==> config.mk <==
export PLATFORM = sky130hd
export DESIGN_NAME = regread_arbiter
export DESIGN_NICKNAME = d
export VERILOG_FILES = /design/src/rtl/regread_arbiter.sv
export SDC_FILE = /design/constraint.sdc
export NUM_CORES = 1
export LEC_CHECK = 0
export ABC_AREA = 1
export CORE_MARGIN = 8
export CORE_UTILIZATION = 41
export DETAILED_ROUTE_END_ITERATION = 16
export PLACE_DENSITY = 0.89
export SYNTH_ARGS = -nofsm -noshare
export SYNTH_HDL_FRONTEND = slang
export SYNTH_SLANG_ARGS = --single-unit
==> constraint.sdc <==
create_clock -name clk -period 1.8 [get_ports clk]
set_input_delay 0.36 -clock clk [delete_from_list [all_inputs] [get_ports clk]]
set_output_delay 0.36 -clock clk [all_outputs]
set_load 0.005 [all_outputs]
==> src/rtl/regread_arbiter.sv <==
// Round-robin arbiter/sequencer for the shared 32-entry register-file read port.
// Optional REGREAD_ZERO_REG_EN: reads of register 31 (XZR) return all zeros.
module regread_arbiter #(
  parameter int unsigned WIDTH = 64,
  parameter int unsigned NREQ  = 4
) (
  input  logic                 clk,
  input  logic                 reset_n,
  input  logic [NREQ-1:0]      req,
  input  logic [NREQ*5-1:0]    addr,
  output logic [NREQ-1:0]      gnt,
  output logic [4:0]           rd_sel,
  input  logic [WIDTH-1:0]     rd_data,
  output logic                 resp_valid,
  output logic [1:0]           resp_id,
  output logic [WIDTH-1:0]     resp_data,
  output logic                 busy
);

  typedef enum logic [1:0] {StIdle, StSel, StCapt} state_e;

  state_e           state_q;
  logic [1:0]       last_q;
  logic [1:0]       owner_q;
  logic [1:0]       winner;
  logic [1:0]       cand;
  logic [4:0]       win_addr;
  logic             any_req;
  logic             arb;
  logic [WIDTH-1:0] capt_data;

  assign any_req = |req;
  assign arb     = any_req && ((state_q == StIdle) || (state_q == StCapt));

  // Scan from farthest to nearest so the nearest requester after last_q wins.
  always_comb begin
    winner = last_q;
    cand   = last_q;
    for (int k = 4; k >= 1; k--) begin
      cand = last_q + 2'(k);
      if (req[cand]) winner = cand;
    end
  end

  assign win_addr = addr[5*int'(winner) +: 5];

`ifdef REGREAD_ZERO_REG_EN
  assign capt_data = (rd_sel == 5'd31) ? '0 : rd_data;
`else
  assign capt_data = rd_data;
`endif

  always_ff @(posedge clk or negedge reset_n) begin
    if (!reset_n) begin
      state_q    <= StIdle;
      last_q     <= 2'd3;
      owner_q    <= 2'd0;
      gnt        <= '0;
      rd_sel     <= 5'd0;
      resp_valid <= 1'b0;
      resp_id    <= 2'd0;
      resp_data  <= '0;
      busy       <= 1'b0;
    end else begin
      gnt        <= '0;
      resp_valid <= 1'b0;
      if (arb) begin
        rd_sel  <= win_addr;
        gnt     <= NREQ'(1) << winner;
        owner_q <= winner;
        last_q  <= winner;
      end
      unique case (state_q)
        StIdle: begin
          if (any_req) begin
            state_q <= StSel;
            busy    <= 1'b1;
          end
        end
        StSel: begin
          state_q <= StCapt;
          busy    <= 1'b1;
        end
        StCapt: begin
          resp_data  <= capt_data;
          resp_id    <= owner_q;
          resp_valid <= 1'b1;
          if (any_req) begin
            state_q <= StSel;
            busy    <= 1'b1;
          end else begin
            state_q <= StIdle;
            busy    <= 1'b0;
          end
        end
        default: begin
          state_q <= StIdle;
          busy    <= 1'b0;
        end
      endcase
    end
  end

endmodule
==> results.yml, run 1 <==
synthesis:
  ys_top_cells_by_area: "dfrtp_1, nand2_1, nand3_1"
  synth_top_area_cell: "dfrtp_1"
  synthTopCellsByCount: "nand2_1, dfrtp_1, inv_1, nand3_1, clkbuf_1"
  ys_types: 19
  syn_nets: 520
  yosys_warnings: 0
  async_reset_ff_share_pct: 100
  ys_seq_elements: 83
  ys_seq_area_share_pct: 59.8
  synth_ff_type: "dfrtp_1"
  synth_edf_count: 0
  syn-cell-area_um2: 3480
  syn_area_per_cell_um2: 8.09
  synthCells: 430
  synth.top_cell.area_share_pct: 58.3
  yosysMostFrequentCell: "nand2_1"
setup_path:
  reg2reg_depth: 13
  critPathMaxFanout: 8
  crit_arrival_ns: 2.07
  cp-end-kind: "flip-flop"
  worstReg2RegEnd: "rd_sel[0]"
  r2r_slack_ns: -0.05
  path_class: "reg2reg"
  crit_path_start_kind: "flip-flop"
  critPathRequiredTime_ns: 2.02
  critical_path.reg2reg.startpoint: "last_q[0]"
floorplanning:
  coreArea_um2: 8220
  die_w_um: 108
  initial_core_util_pct: 42.3
  num_rows: 33
  dieArea_um2: 11700
  die_height_um: 108
  ios: 167
clock_network:
  h-tree-depth: 3
  clk_pin_slew_ns: 0.08
  clock_latency_ns: 0.34
  cts_tree: "built"
  cts_buffers: 9
  clockBufferDepth: 2
  clock-sinks: 83
  cts_root_buf: "clkbuf_8"
global_route:
  grt_first_pass_wirelength_mm: 16.6
  globalRouteMet2Util_pct: 30.6
  antenna_found_initial: 0
  grt_max_degree: 69
  gr-total-overflow: 0
  grt_pass1_vias: 3414
  gr-max-usage-layer: "met2"
  grt.total_usage_pct: 17.6
  use_met3_pct: 4.52
  use_met1_pct: 20.4
sta:
  max_slew_margin_pct: 56.5
  period_share_pct: 103
  hold_viol: 0
  fin_crit_ns: 1.85
  grt_setup_unrepaired: "true"
  setup_ws_ns: -0.0478
  tns_ns: -0.128
  setup_violations: 4
  finalClockSkew_ns: 0.0122
  worst_pin_slew_ns: 0.653
  fmax_mhz: 541
  drv_slew: 0
drt:
  wirelength_mm: 10.5
  drc: 0
  dr.pass1.iters: 4
  wl_per_cell_um: 14.7
  vias_per_cell: 4.67
  vias: 3342
  drt_iter0_drc: 126
  ant_nets: 0
finish:
  final_area_um2: 5600
  syn2layout_area_growth_pct: 61.0
  fin_util_pct: 68.1
  fin_nets: 696
  drive_above_1_share_pct: 9.49
  num_antenna_cells: 0
power:
  internal_power_mw: 5.95
  comb_power_share_pct: 52.0
  switching_share_pct: 36.4
  p_clk_share_pct: 13.8
  ir_worst_vdd_mv: 1.22
  power.density_nw_per_um2: 1670
  switching_power_mw: 3.40
  p_leak_nw: 2.82
  pwr-share-seq_pct: 34.2
outcome:
  violations: "setup timing"
  status: "finished with violations"
place:
  place_area_um2: 5290
  dp_hpwl_mm: 7.90
  port_buffers: 166
  gp_congestion: 0.842
  post-place-ws_ns: -0.268
job:
  cap_violations: 0
hold_path:
  hold_class: "in2async"
## worst max-delay path, stage by stage, from the launching register on
cell and delay, ns:
dfstp_2 0.57, buf_6 0.11, nand2_1 0.06, a21oi_2 0.15, nor2_2 0.06, nand2_2 0.10
nand2_2 0.07, nand2_4 0.13, buf_6 0.14, nand3_1 0.08, nand3_1 0.10, nand2_1 0.05
nand2_1 0.05, nand2_1 0.05
## repair_timing
action,CTS,global route
pin swaps,0,3
endpoints found under the hold margin,6,0
setup endpoints to repair,5,11
gates resized for setup,7,12
hold buffers,1,0
setup buffers,2,2
## stage by stage
| step | power [mW] | cells | hold slack [ns] |
|---|---|---|---|
| 6_report | 9.36 | 716 | 0.393 |
| 5_1_grt | 10.1 | 716 | 0.372 |
| 4_1_cts | 9.26 | 714 | 0.381 |
| 3_5_place_dp | 7.79 | 695 | 0.191 |
| 3_3_place_gp | 7.57 | 695 | 0.188 |
| 2_1_floorplan | 5.24 | 430 | 0.0644 |
## placed cells by master (no fill, tap or decap), types with 2 or more instances in the layout
| cell | n |
|---|---|
| dfstp_2 | 2 |
| dfrtp_1 | 81 |
| buf_6 | 3 |
| inv_2 | 3 |
| inv_4 | 2 |
| clkdlybuf4s50_1 | 165 |
| nand2_1 | 241 |
| clkbuf_1 | 2 |
| clkbuf_8 | 10 |
| nand3_1 | 23 |
| clkinvlp_4 | 2 |
| nand2_2 | 11 |
| nor2_1 | 7 |
| o21ai_0 | 7 |
| inv_1 | 25 |
| buf_4 | 14 |
| nand2_4 | 2 |
## routing by layer
metal	routed length [µm]	vias to the layer above	share of wire [%]
met5	0	-	0
met4	201	0	1.9
met3	799	18	7.6
met2	5310	132	50
met1	4220	1551	40
li1	-	1641	-
## power groups by stage
stage | sequential, mW | combinational [mW] | clock (mW)
5_1_grt | 3.30 | 5.35 | 1.43
2_1_floorplan | 3.25 | 1.99 | 0
4_1_cts | 3.22 | 4.71 | 1.33
3_3_place_gp | 3.22 | 4.35 | 0
3_5_place_dp | 3.25 | 4.53 | 0
6_report | 3.20 | 4.86 | 1.30
## final cells by class
class	count	area [µm²]
clock inverters	4	50.0
well taps	105	131
multi-input cells	298	1250
clock buffers	12	145
inverters	30	118
flip-flops and latches	83	2080
fillers	670	2620
repair buffers	184	1820
## state kept, by name, indices dropped and copies added (netlist names)
signal	flops
rd_sel	5
last_q	2
resp_data	64
busy	1
state_q	2
resp_id	2
resp_valid	1
gnt	4
owner_q	2
## worst max-delay path by stage
| stage | start | to | slack (ns) | cells after the start |
|---|---|---|---|---|
| global route | last_q[0] | rd_sel[0] | -0.16 | 13 |
| CTS | last_q[1] | rd_sel[0] | 0.00009 | 14 |
| finish | last_q[0] | rd_sel[0] | -0.05 | 13 |
| detailed placement | req[2] | rd_sel[0] | -0.27 | 14 |
| global placement | req[2] | rd_sel[0] | -0.14 | 14 |
| floorplan | last_q[0] | rd_sel[1] | 0.17 | 15 |
## logic make-up (layout without fill, tap and decap cells)
kind of cell,after synthesis,count (layout),share of synthesized area [%]
flops,83,83,59.8
buf+inv,49,230,6.05
compound gates,8,8,1.15
simple gates,290,290,33.0
No activity file was read; power rests on OpenSTA's default activity.
==> run 2: changes to the inputs <==
--- a/config.mk
+++ b/config.mk
@@ -7,9 +7,9 @@
 export LEC_CHECK = 0
 export ABC_AREA = 1
 export CORE_MARGIN = 8
-export CORE_UTILIZATION = 41
+export CORE_UTILIZATION = 37
 export DETAILED_ROUTE_END_ITERATION = 16
-export PLACE_DENSITY = 0.89
+export PLACE_DENSITY = 0.85
 export SYNTH_ARGS = -nofsm -noshare
 export SYNTH_HDL_FRONTEND = slang
 export SYNTH_SLANG_ARGS = --single-unit
==> constraint.sdc (replaced) <==
create_clock -name clk -period 1.6 [get_ports clk]
set_input_delay 0.32 -clock clk [delete_from_list [all_inputs] [get_ports clk]]
set_output_delay 0.32 -clock clk [all_outputs]
set_load 0.005 [all_outputs]
==> results.yml, run 2 (synthesis gave the netlist of run 1 again) <==
outcome:
  status: "finished with violations"
  violations: "setup timing"
place:
  port_buffers: 166
  post-place-ws_ns: -0.369
  dp_hpwl_mm: 7.78
  dpl.cell_count: 702
  gp_congestion: 0.912
job:
  cap_violations: 0
power:
  pwr-share-seq_pct: 32.0
  comb_power_share_pct: 54.1
  switching_share_pct: 38.0
  switching_power_mw: 4.30
  internal_power_mw: 7.01
  power.density_nw_per_um2: 1910
  ir_worst_vdd_mv: 1.67
  p_leak_nw: 3.14
  p_clk_share_pct: 13.9
sta:
  setup_ws_ns: -0.307
  drv_slew: 0
  max_slew_margin_pct: 69.5
  period_share_pct: 119
  fmax_mhz: 524
  worst_pin_slew_ns: 0.458
  hold_viol: 0
  fin_crit_ns: 1.91
  finalClockSkew_ns: 0.0102
  grt_setup_unrepaired: "true"
  setup_violations: 13
drt:
  wl_per_cell_um: 15.1
  dr.pass1.iters: 4
  vias: 3387
  drc: 0
  vias_per_cell: 4.65
  drt_iter0_drc: 262
  ant_nets: 0
  wirelength_mm: 11.0
global_route:
  use_met3_pct: 4.37
  use_met1_pct: 18.4
  grt_max_degree: 84
  antenna_found_initial: 0
  grt_first_pass_wirelength_mm: 17.2
  gr-total-overflow: 0
  grt_pass1_vias: 3499
  gr-max-usage-layer: "met2"
  grt.total_usage_pct: 16.6
  globalRouteMet2Util_pct: 29.4
finish:
  fin_cells: 729
  largest_register_ffs: 64
  reg.largest.list: "resp_data (64), rd_sel (5), gnt (4)"
  num_antenna_cells: 0
  layout_commonest_cell: "nand2_1"
  n_fill_cell: 717
  drive_above_1_share_pct: 13.6
  syn2layout_area_growth_pct: 69.9
  regMostFlops: "resp_data"
  layout_common_cells: "nand2_1, clkdlybuf4s50_1, dfrtp_1, inv_1, buf_4"
  fin_nets: 703
floorplanning:
  ios: 167
  die_w_um: 113
  initial_core_util_pct: 37.8
  num_rows: 35
  dieArea_um2: 12800
  die_height_um: 113
  coreArea_um2: 9200
clock_network:
  clockBufferDepth: 2
  clk_pin_slew_ns: 0.09
  cts_tree: "built"
  clock_latency_ns: 0.35
  clock-sinks: 83
  cts_buffers: 9
  cts_root_buf: "clkbuf_8"
  h-tree-depth: 3
setup_path:
  cp-end-kind: "flip-flop"
  critPathRequiredTime_ns: 1.84
  critPathMaxFanout: 10
  crit_arrival_ns: 2.15
  reg2reg_depth: 13
  path_class: "reg2reg"
  crit_path_start_kind: "flip-flop"
hold_path:
  hold_class: "reg2reg"
  min_delay_path_depth: 1
[run 2: cell types whose count changed in the layout (fill, tap and decap cells not counted), moves of 2 or more]
| cell | change |
|---|---|
| clkdlybuf4s50_1 | -19 |
| inv_6 | +3 |
| nand2_2 | -6 |
| nand3_1 | -8 |
| buf_12 | +3 |
| nand3_2 | +7 |
| dlymetal6s2s_1 | +17 |
| clkbuf_1 | -2 |
| buf_6 | -2 |
| nand2_1 | -8 |
| dlygate4sd2_1 | +2 |
| nand2_4 | +13 |
| buf_4 | +5 |
[run 2: worst paths after layout]
path / startpoint / slack, ns / to
max reg2reg: last_q[0] / -0.31 / rd_sel[2]
max in group asynchronous: reset_n / 0.69 / last_q[0]
min in group asynchronous: reset_n / 0.51 / resp_data[55]
min reg2reg: state_q[1] / 0.43 / state_q[1]
min: state_q[1] / 0.43 / state_q[1]
max: last_q[0] / -0.31 / rd_sel[2]
[run 2: metrics by stage]
stage	hold slack (ns)	utilization, %	TNS [ns]	power, mW	instance area [µm²]
floorplan	0.0244	-	-0.0540	5.94	3490
global placement	0.377	58.2	-2.69	8.60	5360
detailed placement	0.389	58.2	-3.47	8.84	5360
CTS	0.435	61.5	-1.30	10.7	5660
global route	0.478	64.2	-4.09	12.1	5910
finish	0.431	64.2	-2.87	11.3	5910
[run 2: timing repair]
item,in CTS,in global routing
setup endpoints to repair,15,31
hold buffers,1,0
hold endpoints to repair,12,0
buffers inserted,3,6
pin swaps,9,22
gates cloned,1,0
gates resized for setup,19,52
[run 2: power by group through the flow]
stage          Sequential [mW]  Clock, mW  Combinational [mW]
4_1_cts                   3.62       1.62                5.50
2_1_floorplan             3.66          0                2.28
3_3_place_gp              3.60          0                5.00
5_1_grt                   3.74       1.70                6.66
6_report                  3.62       1.57                6.12
3_5_place_dp              3.65          0                5.19
[run 2: area by class of cell]
| cell class | instances | area [µm²] | area share, % |
|---|---|---|---|
| clock buffers | 10 | 138 | 2.33 |
| clock inverters | 6 | 71.3 | 1.21 |
| inverters | 30 | 123 | 2.08 |
| multi-input cells | 298 | 1410 | 23.8 |
| flip-flops and latches | 83 | 2080 | 35.2 |
| well taps | 111 | 139 | 2.35 |
| repair buffers | 191 | 1950 | 33.0 |
[run 2: metal layers]
layer	vias to the layer above	wire length (µm)	share of wire [%]
met4	0	262	2.4
met3	23	849	7.7
met5	-	0	0
met2	152	5500	50
met1	1551	4410	40
li1	1661	-	-
[run 2: critical path: stages, from the launching register on]
cell and delay (ns):
dfstp_2 0.65, buf_4 0.15, nand2_1 0.08, nand2_4 0.11, nand2_4 0.07, nand2_4 0.08
inv_4 0.05, nand3_4 0.13, buf_12 0.15, nand3_2 0.10, nand3_2 0.09, nand2_1 0.06
nand2_1 0.05, nand2_1 0.04
==> run 3: changes to the inputs <==
--- a/config.mk
+++ b/config.mk
@@ -6,9 +6,11 @@
 export NUM_CORES = 1
 export LEC_CHECK = 0
 export ABC_AREA = 1
+export CORE_ASPECT_RATIO = 1.75
 export CORE_MARGIN = 8
 export CORE_UTILIZATION = 37
 export DETAILED_ROUTE_END_ITERATION = 16
+export MAX_ROUTING_LAYER = met4
 export PLACE_DENSITY = 0.85
 export SYNTH_ARGS = -nofsm -noshare
 export SYNTH_HDL_FRONTEND = slang
==> results.yml, run 3 (synthesis gave the netlist of run 1 again) <==
floorplanning:
  ios: 167
  num_rows: 47
  die_height_um: 144
  dieArea_um2: 12900
  initial_core_util_pct: 37.4
  coreArea_um2: 9290
  die_w_um: 89.3
power:
  power.density_nw_per_um2: 2060
  total_power_mw: 12.6
  ir_worst_vdd_mv: 1.48
  p_leak_nw: 3.04
hold_path:
  hold_start: "state_q[1]"
  hold_path_end: "state_q[1]"
  hold_class: "reg2reg"
  min_delay_path_depth: 1
clock_network:
  clockBufferDepth: 2
  cts_root_buf: "clkbuf_16"
  cts_tree: "built"
  clock-sinks: 83
  clock_latency_ns: 0.33
  cts_buffers: 9
  h-tree-depth: 3
  clk_pin_slew_ns: 0.06
place:
  dp_hpwl_mm: 8.69
  gp_congestion: 0.835
  port_buffers: 166
sta:
  fin_hold_ws_ns: 0.441
  fmax_mhz: 531
  grt_setup_unrepaired: "true"
  worst_pin_slew_ns: 0.639
  period_share_pct: 118
  setup_violations: 13
  finalClockSkew_ns: 0.00556
  fin_crit_ns: 1.88
  setup_ws_ns: -0.282
  drv_slew: 0
  max_slew_margin_pct: 57.4
  hold_viol: 0
finish:
  syn2layout_area_growth_pct: 76.0
  reg.largest.list: "resp_data (64), rd_sel (5), gnt (4)"
  num_antenna_cells: 0
  regMostFlops: "resp_data"
  drive_above_1_share_pct: 15.8
  layout_common_cells: "nand2_1, clkdlybuf4s50_1, dfrtp_1, inv_1, buf_4"
  largest_register_ffs: 64
  n_fill_cell: 750
  layout_commonest_cell: "nand2_1"
  fin_nets: 706
drt:
  wirelength_mm: 11.5
  dr.pass1.iters: 4
  drt_iter0_drc: 86
  ant_nets: 0
  drc: 0
  vias_per_cell: 4.62
  vias: 3430
  wl_per_cell_um: 15.6
global_route:
  grt_pass1_vias: 3678
  gr-total-overflow: 0
  grt_max_degree: 66
  grt_first_pass_wirelength_mm: 17.7
  antenna_found_initial: 0
  grt.total_usage_pct: 18.4
setup_path:
  critPathRequiredTime_ns: 1.82
  crit_path_start_kind: "flip-flop"
  crit_arrival_ns: 2.11
  worstReg2RegEnd: "rd_sel[2]"
  critical_path.reg2reg.startpoint: "last_q[0]"
  path_class: "reg2reg"
  r2r_slack_ns: -0.28
  critPathMaxFanout: 8
  reg2reg_depth: 14
  cp-end-kind: "flip-flop"
outcome:
  status: "finished with violations"
  violations: "setup timing"
job:
  cap_violations: 0
run 3: worst max path at each step:
stage / from / to / slack [ns] / depth (start not counted)
finish: last_q[0] / rd_sel[2] / -0.28 / 14
global route: last_q[0] / rd_sel[2] / -0.39 / 13
CTS: last_q[0] / rd_sel[4] / -0.20 / 14
detailed placement: req[2] / rd_sel[4] / -0.42 / 14
global placement: req[3] / rd_sel[1] / -0.27 / 12
floorplan: last_q[0] / rd_sel[1] / -0.01 / 15
run 3: report_power, final:
group / switching (mW) / total [mW] / internal (mW)
combinational: 3.21 / 6.69 / 3.48
sequential: 0.520 / 3.60 / 3.08
clock: 0.806 / 2.33 / 1.52
total: 4.54 / 12.6 / 8.08
run 3: critical path, stage by stage (launching register included):
cell	delay, ns
dfstp_2	0.60
buf_12	0.12
buf_8	0.11
nand2_4	0.04
nand2_2	0.07
nand2_2	0.06
nand2_2	0.08
nand2_4	0.07
nand3_4	0.15
buf_12	0.16
nand3_2	0.07
nand3_1	0.08
nand2_1	0.06
nand2_1	0.05
nand2_1	0.04
run 3: repair_timing:
item | 4_1_cts | 5_1_grt
endpoints found under the hold margin | 26 | 0
buffers inserted | 2 | 8
setup endpoints to repair | 13 | 13
gates resized for setup | 26 | 46
pin swaps | 12 | 27
hold buffers | 1 | 0
run 3: per-layer routing:
| metal | global-route usage, % | wire (µm) | up-vias |
|---|---|---|---|
| met5 | - | 0 | - |
| met4 | 8.91 | 355 | 0 |
| met3 | 3.02 | 619 | 24 |
| met2 | 34.1 | 6500 | 113 |
| met1 | 17.6 | 4070 | 1631 |
| li1 | - | - | 1662 |
run 3: final cells by class:
class                   instances  area [µm²]  share of cell area, %
inverters                      30         120                   1.96
multi-input cells             298        1480                   24.1
flip-flops and latches         83        2080                   34.0
clock inverters                 6         113                   1.84
repair buffers                194        1950                   31.9
well taps                     122         153                   2.49
clock buffers                   9         225                   3.68
run 3: per-stage QoR:
step           util (%)  setup slack [ns]  setup TNS [ns]  std cells  instance area, µm²
6_report           65.9            -0.282           -2.50        742                6120
5_1_grt            65.9            -0.387           -3.56        742                6120
4_1_cts            63.0            -0.203           -1.68        735                5850
3_5_place_dp       58.0            -0.419           -4.26        717                5390
3_3_place_gp       58.0            -0.274           -2.74        717                5390
2_1_floorplan         -           -0.0118         -0.0540        430                3490
